## src/rtl/mem_port_arbiter.sv

```systemverilog
// Arbitrates the single-ported synchronous-read memory between instruction fetch and the data stage,
// with byte-lane steering for stores, load extension, and a bounded fetch starvation window.
module mem_port_arbiter #(
    parameter int unsigned ADDR_WIDTH      = 9,
    parameter int unsigned IF_STARVE_LIMIT = 4
) (
    input  logic                  clock,
    input  logic                  reset,
    input  logic                  if_req,
    input  logic [ADDR_WIDTH-1:0] if_addr,
    output logic                  if_gnt,
    output logic                  if_stall,
    output logic                  if_valid,
    output logic [31:0]           if_rdata,
    input  logic                  dm_req,
    input  logic                  dm_we,
    input  logic [2:0]            dm_size,
    input  logic [ADDR_WIDTH+1:0] dm_addr,
    input  logic [31:0]           dm_wdata,
    output logic                  dm_gnt,
    output logic                  dm_stall,
    output logic                  dm_valid,
    output logic                  dm_err,
    output logic [31:0]           dm_rdata,
    output logic                  mem_en,
    output logic [3:0]            mem_we,
    output logic [ADDR_WIDTH-1:0] mem_addr,
    output logic [31:0]           mem_wdata,
    input  logic [31:0]           mem_rdata
);

    localparam int unsigned CNT_W = $clog2(IF_STARVE_LIMIT + 1);
    localparam logic [CNT_W-1:0] CNT_MAX = CNT_W'(IF_STARVE_LIMIT);

    // data_size_e encoding; every other code is UNDEF
    localparam logic [2:0] SIZE_BYTE_S = 3'd0;
    localparam logic [2:0] SIZE_HALF_S = 3'd1;
    localparam logic [2:0] SIZE_WORD   = 3'd2;
    localparam logic [2:0] SIZE_BYTE_U = 3'd4;
    localparam logic [2:0] SIZE_HALF_U = 3'd5;

    localparam logic [1:0] OWN_NONE = 2'd0;
    localparam logic [1:0] OWN_IF   = 2'd1;
    localparam logic [1:0] OWN_DM   = 2'd2;

    logic [1:0]       owner_q, owner_d;
    logic [2:0]       size_q, size_d;
    logic [1:0]       off_q, off_d;
    logic             load_q, load_d;
    logic             err_q, err_d;
    logic [CNT_W-1:0] starve_q, starve_d;

    logic       force_if;
    logic       is_byte, is_half, is_word;
    logic       dm_bad;
    logic [1:0] dm_off;
    logic [3:0] dm_be;
    logic [31:0] dm_wrep;
    logic [7:0]  byte_lane;
    logic [15:0] half_lane;
    logic [31:0] load_ext;

    // DM wins unless fetch has been starved for the full window
    assign force_if = if_req & dm_req & (starve_q == CNT_MAX);
    assign if_gnt   = ~reset & if_req & (~dm_req | force_if);
    assign dm_gnt   = ~reset & dm_req & ~force_if;
    assign if_stall = if_req & ~if_gnt;
    assign dm_stall = dm_req & ~dm_gnt;

    assign dm_off  = dm_addr[1:0];
    assign is_byte = (dm_size == SIZE_BYTE_S) | (dm_size == SIZE_BYTE_U);
    assign is_half = (dm_size == SIZE_HALF_S) | (dm_size == SIZE_HALF_U);
    assign is_word = (dm_size == SIZE_WORD);
    assign dm_bad  = ~(is_byte | is_half | is_word) | (is_half & dm_off[0]) |
                     (is_word & (dm_off != 2'd0));

    // Byte enables and lane-replicated store data
    always_comb begin
        dm_be   = 4'b1111;
        dm_wrep = dm_wdata;
        if (is_byte) begin
            dm_be   = 4'b0001 << dm_off;
            dm_wrep = {4{dm_wdata[7:0]}};
        end else if (is_half) begin
            dm_be   = 4'b0011 << dm_off;
            dm_wrep = {2{dm_wdata[15:0]}};
        end
    end

    // Memory port mux; a faulting DM access is granted but never reaches memory
    always_comb begin
        mem_en    = 1'b0;
        mem_we    = 4'b0000;
        mem_addr  = '0;
        mem_wdata = 32'd0;
        if (if_gnt) begin
            mem_en   = 1'b1;
            mem_addr = if_addr;
        end else if (dm_gnt && !dm_bad) begin
            mem_en   = 1'b1;
            mem_addr = dm_addr[ADDR_WIDTH+1:2];
            if (dm_we) begin
                mem_we    = dm_be;
                mem_wdata = dm_wrep;
            end
        end
    end

    // Next response-tracking and starvation state
    always_comb begin
        owner_d  = OWN_NONE;
        size_d   = size_q;
        off_d    = off_q;
        load_d   = 1'b0;
        err_d    = 1'b0;
        starve_d = starve_q;
        if (if_gnt) begin
            owner_d = OWN_IF;
        end else if (dm_gnt) begin
            owner_d = OWN_DM;
            size_d  = dm_size;
            off_d   = dm_off;
            load_d  = ~dm_we;
            err_d   = dm_bad;
        end
        if (!if_req || if_gnt) begin
            starve_d = '0;
        end else if (dm_gnt && (starve_q != CNT_MAX)) begin
            starve_d = starve_q + CNT_W'(1);
        end
    end

    always_ff @(posedge clock or posedge reset) begin
        if (reset) begin
            owner_q  <= OWN_NONE;
            size_q   <= 3'd0;
            off_q    <= 2'd0;
            load_q   <= 1'b0;
            err_q    <= 1'b0;
            starve_q <= '0;
        end else begin
            owner_q  <= owner_d;
            size_q   <= size_d;
            off_q    <= off_d;
            load_q   <= load_d;
            err_q    <= err_d;
            starve_q <= starve_d;
        end
    end

    // Load lane extraction from the offset captured at grant time
    always_comb begin
        byte_lane = 8'(mem_rdata >> {off_q, 3'b000});
        half_lane = 16'(mem_rdata >> {off_q[1], 4'b0000});
        case (size_q)
            SIZE_BYTE_S: load_ext = {{24{byte_lane[7]}}, byte_lane};
            SIZE_BYTE_U: load_ext = {24'd0, byte_lane};
            SIZE_HALF_S: load_ext = {{16{half_lane[15]}}, half_lane};
            SIZE_HALF_U: load_ext = {16'd0, half_lane};
            default:     load_ext = mem_rdata;
        endcase
    end

    assign if_valid = (owner_q == OWN_IF);
    assign dm_valid = (owner_q == OWN_DM);
    assign dm_err   = dm_valid & err_q;
    assign if_rdata = if_valid ? mem_rdata : 32'd0;
    assign dm_rdata = (dm_valid && load_q && !err_q) ? load_ext : 32'd0;

endmodule

```

## config.mk

```make
export PLATFORM = sky130hd
export DESIGN_NAME = mem_port_arbiter
export DESIGN_NICKNAME = d
export VERILOG_FILES = /design/src/rtl/mem_port_arbiter.sv
export SDC_FILE = /design/constraint.sdc
export NUM_CORES = 1
export LEC_CHECK = 0
export BUFFER_PORTS_ARGS = -buffer_cell sky130_fd_sc_hd__buf_2
export CAP_MARGIN = 20
export CORE_MARGIN = 10
export CORE_UTILIZATION = 39
export CTS_CLUSTER_DIAMETER = 40
export DETAILED_ROUTE_END_ITERATION = 16
export GPL_TIMING_DRIVEN = 0
export MAX_ROUTING_LAYER = met4
export PLACE_DENSITY = 0.91
export RECOVER_POWER = 25
export SLEW_MARGIN = 40
export SYNTH_ARGS = -nofsm -noshare
export SYNTH_HDL_FRONTEND = slang
export SYNTH_SLANG_ARGS = --single-unit
```

## constraint.sdc

```tcl
create_clock -name clock -period 2 [get_ports clock]
set_input_delay 0 -clock clock [delete_from_list [all_inputs] [get_ports clock]]
set_output_delay 0 -clock clock [all_outputs]
set_load 0.05 [all_outputs]
```

==> qor.yml <==
status: "finished with violations"
violations: "negative setup slack"
leakagePower_nw: 2.285
path_clk_slew_ns: 0.05
synth_edf_count: 0
rows: 28
drive_above_1_share_pct: 56.25
yosysUniqueCellTypes: 38
cts.htree.levels: 1
ant_nets: 0
synth_seq_cells: 12
maxSlewViolCount: 0
clock_sinks: 12
synth_area_um2: 2372
slew_headroom_pct: 57.58
use_met3_pct: 7.611
core_area_um2: 5921
drc: 0
cp_cell_sequence: "inv_1, ha_2, and3_4, a2111oi_4, nand3b_4, buf_12, buf_8, a21oi_4, buf_6"
crit_buf_inv: 4
start_util_pct: 40.07
synth_area_leaders: "dfrtp_1 (13%), and2_1 (12%), a21oi_1 (9.1%)"
netlist.area_leader.share_pct: 12.66
grtUsageMet2_pct: 45.58
maxCapViolations: 0
grt_pass1_vias: 3757
place_hpwl_um: 9751
gp_congestion: 0.9541
synth_top_area_cell: "dfrtp_1"
drt_iter0_drc: 244
setup_slack_ns: -0.07210
p_per_area_nw_per_um2: 342.4
pre_cts_slack_ns: -0.1346
grt.busiest_layer: "met2"
grt_use_total_pct: 26.30
cp_max_fo: 8
netlist_instances: 335
ir_drop_mv: 0.2359
fin_crit_sh_pct: 103.6
antenna_found_initial: 1
tritoncts: "built"
clock_path_buffers: 2
synth_nets: 433
period_minus_slack_ns: 2.072
worst_clock_skew_ns: 0.002300
worstSkewPairLatency_ns: 0.24
mostFrequentLayoutCells: "buf_2 (145), and2_1 (36), buf_8 (34)"
io_buffers: 207
synth.avg_cell_area_um2: 7.081
dieArea_um2: 9602
tightestPinTransition_ns: 0.6363
end_kind: "output port"
grt_use_met1_pct: 28.11
setup_tns_ns: -1.356
routed_wl_um: 13680
seq_area_frac_synth_pct: 12.66
fmax_mhz: 482.6
cp-start-kind: "register"
rsz0062_at_grt: "true"
grt_overflow_total: 0
vias_per_cell: 5.728
first_pass_iters: 5
critical_path.max_stage_delay_ns: 0.36
layout_commonest_cell: "buf_2"
ios: 209
critPathSlowestCell: "dfrtp_1"
grt_pass1_wl_um: 20630
root_buffer: "clkbuf_8"
critPathKind: "register to output port"
cts_made_buffers: 3
cp.arrival_ns: 2.07
setup-violations-final: 34
die_h_um: 97.99
hold_violations: 0
ys.flop_type: "dfrtp_1"
synthToLayoutAreaGrowth_pct: 93.72
yosys_warnings: 0
path_delay_family: "buffers and inverters"
final_nets: 659
grt_max_degree: 14
worstHoldPathType: "input port to register"
vias: 3643
die_w_um: 97.99
cp_data_required_time_ns: 2.00
async_reset_ff_share_pct: 100.0
wl_per_cell_um: 21.51
==> flip-flops by register name, indices dropped and copies added (netlist names) <==
name      cells
load_q        1
size_q        3
owner_q       2
starve_q      3
err_q         1
off_q         2
==> where the power goes <==
| group | switching (W) | internal (W) | total [W] |
|---|---|---|---|
| combinational | 0.000651 | 0.000374 | 0.00102 |
| sequential | 0.0000211 | 0.000262 | 0.000284 |
| clock | 0.0000917 | 0.000174 | 0.000266 |
==> cell families (layout without fill, tap and decap cells) <==
family | Yosys count | count (layout) | synth area share, %
simple gates | 130 | 130 | 28.22
compound gates | 109 | 109 | 30.06
buf+inv | 47 | 272 | 8.860
mux | 30 | 30 | 16.67
flops | 12 | 12 | 12.66
fa+ha+maj | 6 | 6 | 3.164
xor+xnor | 1 | 1 | 0.3693
other cells | 0 | 1 | 0
==> path summary, 6_finish.rpt <==
kind	startpoint	slack (ns)	to	cells past startpoint
worst max-delay path	starve_q[0]	-0.07	mem_wdata[11]	9
worst min-delay path	dm_size[2]	0.01	size_q[2]	2
worst max register to register	starve_q[0]	0.31	size_q[0]	5
worst min register to register	starve_q[2]	0.68	starve_q[2]	2
max in group asynchronous	reset	1.19	load_q	3
min in group asynchronous	reset	0.49	size_q[1]	3
==> cell type report <==
cell class                      instances  area (um^2)
Antenna cell                            1        2.502
Buffer                                 26        192.7
Clock buffer                            4        55.05
Fill cell                             379         1325
Inverter                               18        67.56
Multi-Input combinational cell        276         2196
Sequential cell                        12        300.3
Tap cell                               75        93.84
Timing Repair Buffer                  224         1688
==> per-layer routing <==
layer	share of wire (%)	wire length, um
met1	35	4797
met2	51	6917
met3	11	1560
met4	3.0	404
met5	0	0
==> per-stage QoR <==
step / instance area [um^2] / hold slack (ns) / util [%] / total power (W) / instances
3_5_place_dp: 3586 / 0.1048 / 60.57 / 0.001145 / 617
6_report: 4596 / 0.009509 / 77.62 / 0.001574 / 636
2_1_floorplan: 2456 / -0.1273 / - / 0.0008687 / 335
4_1_cts: 4274 / 0.004426 / 72.19 / 0.001507 / 631
5_1_grt: 4596 / 0.02263 / 77.62 / 0.001656 / 636
3_3_place_gp: 3586 / 0.08862 / 60.57 / 0.001122 / 617
==> cell usage after synthesis (all sizes together) (5+ instances only) <==
master and count:
nor2 52, and2 44, a21oi 43, o21ai 19, clkbuf 18, inv 17
mux2i 17, nand2 15, o21a 15, dfrtp 12, buf 11, a221oi 9
a22o 9, o22ai 8, mux4 7, ha 6, mux2 6, nor2b 5
==> what timing repair did <==
item / CTS / global route
gates resized for setup: 154 / 95
hold buffers: 2 / 0
pin swaps: 13 / 27
buffers inserted: 7 / 4
hold endpoints to repair: 13 / 0
gates cloned: 3 / 1
endpoints found under the setup margin: 81 / 81
Note: power is estimated with default switching activity, not from simulation.
